`src/rtl/cpuori_oci_pkg.sv`:
```
// Shared constants and helpers for the cpuori OCI trace path.
// Frame layout: {count, pad, buffer}.
package cpuori_oci_pkg;

    localparam int DCT_ATOM_W  = 2;
    localparam int DCT_DEPTH   = 15;
    localparam int DCT_CNT_W   = 4;
    localparam int DCT_BUF_W   = DCT_ATOM_W * DCT_DEPTH;
    localparam int DCT_FRAME_W = 36;
    localparam int DCT_PAD_W   = DCT_FRAME_W - DCT_CNT_W - DCT_BUF_W;

    localparam logic [DCT_CNT_W-1:0] DCT_CNT_FULL = DCT_CNT_W'(DCT_DEPTH);
    localparam logic [DCT_CNT_W-1:0] DCT_CNT_LAST = DCT_CNT_W'(DCT_DEPTH - 1);

    typedef enum logic [1:0] {
        ST_EMPTY = 2'd0,
        ST_FILL  = 2'd1,
        ST_FULL  = 2'd2
    } dct_state_e;

    function automatic logic [DCT_FRAME_W-1:0] pack_dct_frame(
        input logic [DCT_CNT_W-1:0] count,
        input logic [DCT_BUF_W-1:0] buffer
    );
        return {count, {DCT_PAD_W{1'b0}}, buffer};
    endfunction

endpackage

```
`src/rtl/cpuori_oci_dct_outreg.sv`:
```
// Single-entry valid/ready output register for trace frames.
// A load while the entry drains replaces it with no bubble.
module cpuori_oci_dct_outreg
    import cpuori_oci_pkg::*;
(
    input  logic                   clk,
    input  logic                   reset_n,
    input  logic                   i_load,
    input  logic [DCT_FRAME_W-1:0] i_data,
    input  logic                   i_ready,
    output logic                   o_valid,
    output logic [DCT_FRAME_W-1:0] o_data,
    output logic                   o_slot_free
);

    logic                   r_valid;
    logic [DCT_FRAME_W-1:0] r_data;

    assign o_valid     = r_valid;
    assign o_data      = r_data;
    assign o_slot_free = !r_valid || i_ready;

    // Capture a new frame, or retire the held one once accepted.
    always_ff @(posedge clk or negedge reset_n) begin
        if (!reset_n) begin
            r_valid <= 1'b0;
            r_data  <= '0;
        end else if (i_load) begin
            r_valid <= 1'b1;
            r_data  <= i_data;
        end else if (r_valid && i_ready) begin
            r_valid <= 1'b0;
        end
    end

endmodule

```
`src/rtl/cpuori_oci_dct_packer.sv`:
```
// Data-trace packer: gathers 2-bit atoms into 15-atom frames.
// Frames leave through a single-entry valid/ready register.
module cpuori_oci_dct_packer
    import cpuori_oci_pkg::*;
(
    input  logic                   clk,
    input  logic                   reset_n,
    input  logic                   trc_on,
    input  logic                   atom_valid,
    input  logic [DCT_ATOM_W-1:0]  atom,
    input  logic                   flush,
    output logic [DCT_BUF_W-1:0]   dct_buffer,
    output logic [DCT_CNT_W-1:0]   dct_count,
    output logic                   frame_valid,
    output logic [DCT_FRAME_W-1:0] frame_data,
    input  logic                   frame_ready,
    output logic                   overflow,
    input  logic                   clr_overflow
);

    dct_state_e             r_state;
    dct_state_e             w_state_nxt;
    logic [DCT_BUF_W-1:0]   r_buf;
    logic [DCT_BUF_W-1:0]   w_buf_nxt;
    logic [DCT_CNT_W-1:0]   r_cnt;
    logic [DCT_CNT_W-1:0]   w_cnt_nxt;
    logic                   r_flush_pend;
    logic                   w_pend_nxt;
    logic                   r_ovf;

    logic                   w_slot_free;
    logic                   w_full;
    logic                   w_nonempty;
    logic                   w_emit;
    logic                   w_acc;
    logic                   w_drop;
    logic                   w_last;

    assign w_full     = (r_state == ST_FULL);
    assign w_nonempty = (r_state != ST_EMPTY);
    assign w_last     = (r_cnt == DCT_CNT_LAST);

    assign w_emit = w_slot_free
                 && (w_full || (r_flush_pend && w_nonempty));
    assign w_acc  = trc_on && atom_valid && (!w_full || w_emit);
    assign w_drop = trc_on && atom_valid && !w_acc;

    assign dct_buffer = r_buf;
    assign dct_count  = r_cnt;
    assign overflow   = r_ovf;

    cpuori_oci_dct_outreg u_outreg (
        .clk         (clk),
        .reset_n     (reset_n),
        .i_load      (w_emit),
        .i_data      (pack_dct_frame(r_cnt, r_buf)),
        .i_ready     (frame_ready),
        .o_valid     (frame_valid),
        .o_data      (frame_data),
        .o_slot_free (w_slot_free)
    );

    // Fill-level state: empty, filling, or full awaiting a slot.
    always_comb begin
        w_state_nxt = r_state;
        unique case (r_state)
            ST_EMPTY: begin
                if (w_acc) w_state_nxt = ST_FILL;
            end
            ST_FILL: begin
                if (w_emit)
                    w_state_nxt = w_acc ? ST_FILL : ST_EMPTY;
                else if (w_acc && w_last)
                    w_state_nxt = ST_FULL;
            end
            ST_FULL: begin
                if (w_emit)
                    w_state_nxt = w_acc ? ST_FILL : ST_EMPTY;
            end
            default: w_state_nxt = ST_EMPTY;
        endcase
    end

    // Buffer, count and flush request for the next cycle.
    always_comb begin
        w_buf_nxt  = r_buf;
        w_cnt_nxt  = r_cnt;
        w_pend_nxt = r_flush_pend;
        if (w_emit) begin
            w_buf_nxt  = '0;
            w_cnt_nxt  = '0;
            w_pend_nxt = flush && w_acc;
            if (w_acc) begin
                w_buf_nxt[DCT_ATOM_W-1:0] = atom;
                w_cnt_nxt = DCT_CNT_W'(1);
            end
        end else begin
            if (w_acc) begin
                w_buf_nxt = {r_buf[DCT_BUF_W-DCT_ATOM_W-1:0], atom};
                w_cnt_nxt = r_cnt + DCT_CNT_W'(1);
            end
            if (flush && (w_nonempty || w_acc))
                w_pend_nxt = 1'b1;
        end
    end

    // Packer state registers.
    always_ff @(posedge clk or negedge reset_n) begin
        if (!reset_n) begin
            r_state      <= ST_EMPTY;
            r_buf        <= '0;
            r_cnt        <= '0;
            r_flush_pend <= 1'b0;
        end else begin
            r_state      <= w_state_nxt;
            r_buf        <= w_buf_nxt;
            r_cnt        <= w_cnt_nxt;
            r_flush_pend <= w_pend_nxt;
        end
    end

    // Sticky drop flag; a drop beats a concurrent clear.
    always_ff @(posedge clk or negedge reset_n) begin
        if (!reset_n)
            r_ovf <= 1'b0;
        else if (w_drop)
            r_ovf <= 1'b1;
        else if (clr_overflow)
            r_ovf <= 1'b0;
    end

endmodule
```
`config.mk`:
```
export PLATFORM = sky130hd
export DESIGN_NAME = cpuori_oci_dct_packer
export DESIGN_NICKNAME = d
export VERILOG_FILES = /design/src/rtl/cpuori_oci_pkg.sv /design/src/rtl/cpuori_oci_dct_outreg.sv /design/src/rtl/cpuori_oci_dct_packer.sv
export SDC_FILE = /design/constraint.sdc
export NUM_CORES = 1
export LEC_CHECK = 0
export CORE_MARGIN = 2
export CORE_UTILIZATION = 30
export DETAILED_ROUTE_END_ITERATION = 12
export MAX_ROUTING_LAYER = met4
export PLACE_DENSITY = 0.54
export SLEW_MARGIN = 30
export SYNTH_ARGS = -nofsm -noshare
export SYNTH_HDL_FRONTEND = slang
export SYNTH_SLANG_ARGS = --single-unit
```
`constraint.sdc`:
```
create_clock -name clk -period 2.2 [get_ports clk]
set_input_delay 0.66 -clock clk [delete_from_list [all_inputs] [get_ports clk]]
set_output_delay 0.66 -clock clk [all_outputs]
set_load 0.02 [all_outputs]
```
==> impl_results.html <==
<table>
<tr><th>Metric</th><th>Value</th></tr>
<tr><th colspan="2">Clock tree</th></tr>
<tr><td>Number of buffers added to fix hold violations after cts</td><td>0</td></tr>
<tr><td>Total number of clock tree sinks</td><td>73</td></tr>
<tr><td>Max Root-Sink Buffers</td><td>2</td></tr>
<tr><td>Root buffer cell</td><td>sky130_fd_sc_hd__clkbuf_8</td></tr>
<tr><td>Worst-Skew Late Latency</td><td>0.35 ns</td></tr>
<tr><td>CTS tree</td><td>yes</td></tr>
<tr><td>Number of H-tree branching levels</td><td>3</td></tr>
<tr><td>Gates resized, CTS repair</td><td>0</td></tr>
<tr><td>CTS buffer count</td><td>9</td></tr>
<tr><td>Clock slew at the register clock pins of the worst setup and hold paths</td><td>0.08 ns</td></tr>
<tr><td>Number of setup buffers added after CTS</td><td>0</td></tr>
<tr><th colspan="2">Global route</th></tr>
<tr><td>First-pass GRT wire length</td><td>12.3 mm</td></tr>
<tr><td>Initial antenna violation count</td><td>0</td></tr>
<tr><td>Via count of the first global-routing pass</td><td>2273</td></tr>
<tr><td>Total congestion overflow</td><td>0</td></tr>
<tr><td>Maximum number of pins on one net before global-route repair</td><td>74</td></tr>
<tr><td>Global-route usage over all layers</td><td>14.3%</td></tr>
<tr><th colspan="2">Placed design</th></tr>
<tr><td>HPWL after DPL</td><td>4.88 mm</td></tr>
<tr><td>Port buffer count</td><td>78</td></tr>
<tr><td>RD Place Congestion</td><td>0.730</td></tr>
<tr><td>Setup Slack @ Placement</td><td>-0.0275 ns</td></tr>
<tr><th colspan="2">Power</th></tr>
<tr><td>Comb power frac</td><td>33.8%</td></tr>
<tr><td>Overall power of the completed layout</td><td>0.00459 W</td></tr>
<tr><td>Switching Share</td><td>32.3%</td></tr>
<tr><td>Worst VDD drop</td><td>414 uV</td></tr>
<tr><td>Static Leak</td><td>1.98 nW</td></tr>
<tr><td>Sequential share of power</td><td>38.4%</td></tr>
<tr><td>Pwr per Cell Area</td><td>1040 nW/um^2</td></tr>
<tr><td>Int Pwr</td><td>0.00311 W</td></tr>
<tr><td>Clock share of power</td><td>27.8%</td></tr>
<tr><td>Psw</td><td>0.00148 W</td></tr>
<tr><th colspan="2">Yosys</th></tr>
<tr><td>Register bit total from synthesis</td><td>73</td></tr>
<tr><td>Synthesized area per cell</td><td>12.1 um^2</td></tr>
<tr><td>Synth area leader</td><td>sky130_fd_sc_hd__dfrtp_1</td></tr>
<tr><td>Cell Area, Synth</td><td>3180 um^2</td></tr>
<tr><td>Most common cell in the synthesized netlist</td><td>sky130_fd_sc_hd__dfrtp_1</td></tr>
<tr><td>Dominant cells by area after synthesis</td><td>sky130_fd_sc_hd__dfrtp_1, sky130_fd_sc_hd__mux2_4, sky130_fd_sc_hd__a21oi_1</td></tr>
<tr><td>Syn Inst Count</td><td>262</td></tr>
<tr><td>Main synth FF type</td><td>sky130_fd_sc_hd__dfrtp_1</td></tr>
<tr><td>Number of synthesized flops with an enable pin</td><td>0</td></tr>
<tr><td>Part of the Yosys area used for sequential elements</td><td>57.4%</td></tr>
<tr><td>Share of the synthesized area in the top cell type</td><td>57.4%</td></tr>
<tr><td>Distinct cell type count of the synthesized netlist</td><td>37</td></tr>
<tr><td>Proportion of synthesized flip-flops having asynchronous set or reset</td><td>100%</td></tr>
<tr><td>Commonest cells in the synthesized netlist</td><td>sky130_fd_sc_hd__dfrtp_1, sky130_fd_sc_hd__a21oi_1, sky130_fd_sc_hd__o21ai_0</td></tr>
<tr><td>Yosys warns</td><td>0</td></tr>
<tr><th colspan="2">Setup path</th></tr>
<tr><td>Req. time, crit path</td><td>1.54 ns</td></tr>
<tr><td>CP Launch Type</td><td>register</td></tr>
<tr><td>Arrival time reported for the critical path endpoint</td><td>1.43 ns</td></tr>
<tr><td>Crit Path Class</td><td>register to output port</td></tr>
<tr><td>Cell-by-cell listing of the critical path</td><td>clkdlybuf4s50_1</td></tr>
<tr><td>CP max stage delay</td><td>0.64 ns</td></tr>
<tr><td>Critical Path Fanout Max</td><td>6</td></tr>
<tr><td>Type of element capturing the critical path</td><td>output port</td></tr>
<tr><td>Cell with the largest stage delay on the worst path</td><td>sky130_fd_sc_hd__clkdlybuf4s50_1</td></tr>
<tr><td>Critical path buffer and inverter count</td><td>1</td></tr>
<tr><td>Flop2flop setup slack</td><td>0.62 ns</td></tr>
<tr><td>Cell family with most CP delay</td><td>buffers and inverters</td></tr>
<tr><th colspan="2">Finish</th></tr>
<tr><td>Diode insertion count for antenna repair</td><td>0</td></tr>
<tr><td>Post-layout net count</td><td>357</td></tr>
<tr><td>Synthesis-to-layout area growth</td><td>39.3%</td></tr>
<tr><td>Layout cells sized above 1</td><td>21.1%</td></tr>
<tr><th colspan="2">Timing</th></tr>
<tr><td>Highest attainable clock frequency</td><td>0.478 GHz</td></tr>
<tr><td>Min setup slack post-route</td><td>0.109 ns</td></tr>
<tr><td>RSZ-0062 raised after global routing</td><td>no</td></tr>
<tr><td>Number of failing setup endpoints in the final timing report</td><td>0</td></tr>
<tr><td>Skew final</td><td>0.0106 ns</td></tr>
<tr><td>Final count of pins violating max slew</td><td>0</td></tr>
<tr><td>Setup total negative slack</td><td>0 ns</td></tr>
<tr><td>Min Tclk post-route</td><td>2.09 ns</td></tr>
<tr><td>Worst hold slack</td><td>0.317 ns</td></tr>
<tr><td>Fin. Hold Viols</td><td>0</td></tr>
<tr><td>Final clock period utilization by the worst path</td><td>95.0%</td></tr>
<tr><th colspan="2">Routing</th></tr>
<tr><td>Average routed wire per standard cell</td><td>15.3 um</td></tr>
<tr><td>Antenna-violating nets left</td><td>0</td></tr>
<tr><td>Detailed-route vias per instance</td><td>4.77</td></tr>
<tr><td>Vias post-DR</td><td>2321</td></tr>
<tr><td>Number of remaining DRC errors</td><td>0</td></tr>
<tr><td>First-iteration detailed-routing DRC count</td><td>101</td></tr>
<tr><td>Drt total wl</td><td>7.44 mm</td></tr>
<tr><td>Drt pass-1 iters</td><td>5</td></tr>
<tr><th colspan="2">Die</th></tr>
<tr><td>Total Die Area</td><td>11400 um^2</td></tr>
<tr><td>Number of standard-cell rows in the floorplan</td><td>37</td></tr>
<tr><td>Die Y-Extent</td><td>107 um</td></tr>
<tr><td>Die width</td><td>107 um</td></tr>
<tr><td>Area inside the core boundary</td><td>10300 um^2</td></tr>
<tr><td>Number of I/O pins</td><td>81</td></tr>
<tr><td>Initial Utilization</td><td>30.8%</td></tr>
<tr><th colspan="2">Min path</th></tr>
<tr><td>Class of the worst hold path</td><td>primary input to async pin</td></tr>
<tr><th colspan="2">Run status</th></tr>
<tr><td>Run status</td><td>complete, no violations</td></tr>
<tr><th colspan="2">Job</th></tr>
<tr><td>Max-cap violations</td><td>0</td></tr>
</table>
## state kept, by name, indices dropped and copies added (netlist names)
register / cells
u_outreg.o_valid: 1
dct_buffer: 30
overflow: 1
u_outreg.o_data: 34
r_flush_pend: 1
dct_count: 4
r_state: 2
## routing by layer
layer	up-vias	part of all wire, %	track usage [%]
li1	1104	-	-
met1	1149	49	20.4
met4	0	0.89	4.17
met5	-	0	-
met2	62	45	19.7
met3	6	4.5	4.13
## cell families (layout without fill, tap and decap cells)
group	Yosys count	in the layout	synth area share [%]
AOI/OAI and AO/OA	75	75	12.6
xor gates and xnor gates	1	1	0.275
adders and majority gates	2	2	0.787
buffers and inverters	29	117	5.39
DFF	73	73	57.4
muxes	34	34	15.2
other	1	2	0.118
and+or+nand+nor	47	47	8.18
## worst register-to-register path, cell delays in order, from the launching register on
cell and delay (ns):
sky130_fd_sc_hd__dfrtp_1 0.48, sky130_fd_sc_hd__mux2i_1 0.25, sky130_fd_sc_hd__or2_2 0.17, sky130_fd_sc_hd__buf_12 0.21, sky130_fd_sc_hd__mux2_2 0.37
## power by group through the flow
stage,Clock (W),Sequential (W),Combinational (W)
2_1_floorplan,0,0.00199,0.000742
3_3_place_gp,0,0.00179,0.00155
3_5_place_dp,0,0.00179,0.00157
4_1_cts,0.00132,0.00177,0.00157
5_1_grt,0.00139,0.00180,0.00166
6_report,0.00128,0.00176,0.00155
## layout by cell type (no fill, tap or decap), types with 2 or more instances in the layout
master	count
sky130_fd_sc_hd__clkdlybuf4s50_1	77
sky130_fd_sc_hd__dfrtp_1	73
sky130_fd_sc_hd__a21oi_1	32
sky130_fd_sc_hd__o21ai_0	31
sky130_fd_sc_hd__nand3_1	30
sky130_fd_sc_hd__mux2_4	27
sky130_fd_sc_hd__buf_4	16
sky130_fd_sc_hd__clkbuf_8	9
sky130_fd_sc_hd__mux2_2	6
sky130_fd_sc_hd__inv_1	4
sky130_fd_sc_hd__o31ai_1	4
sky130_fd_sc_hd__buf_12	4
sky130_fd_sc_hd__o21ai_1	3
sky130_fd_sc_hd__bufinv_16	3
sky130_fd_sc_hd__nand2_1	2
sky130_fd_sc_hd__or3_1	2
sky130_fd_sc_hd__or4_1	2
sky130_fd_sc_hd__and3_1	2
sky130_fd_sc_hd__a31o_2	2
sky130_fd_sc_hd__ha_1	2
sky130_fd_sc_hd__conb_1	2
sky130_fd_sc_hd__inv_6	2
## area by class of cell
cell class                      count  area, um^2
Multi-Input combinational cell    161        1210
Timing Repair Buffer               97         971
Clock buffer                       10         128
Sequential cell                    73        1830
Clock inverter                      6         113
Fill cell                         989        5890
Tap cell                          136         170
Inverter                            4        15.0
## final timing paths
kind                                           from                   to  depth (start not counted)
worst max-delay path                   dct_count[1]         dct_count[1]                          1
worst max register to register           r_state[0]  u_outreg.o_data[29]                          4
max in group asynchronous                   reset_n             overflow                          2
min in group clk                u_outreg.o_data[13]  u_outreg.o_data[13]                          1
worst min-delay path                        reset_n   u_outreg.o_data[4]                          2
worst min register to register  u_outreg.o_data[13]  u_outreg.o_data[13]                          1
## metrics by stage
stage                     instances  utilization, %  instance area, um^2
final                           487            42.9                 4430
after global routing            487            42.9                 4430
after CTS                       487            42.9                 4430
after detailed placement        471            40.6                 4190
after global placement          471            40.6                 4190
after floorplan                 263               -                 3180
(Power assumes the default switching activity.)
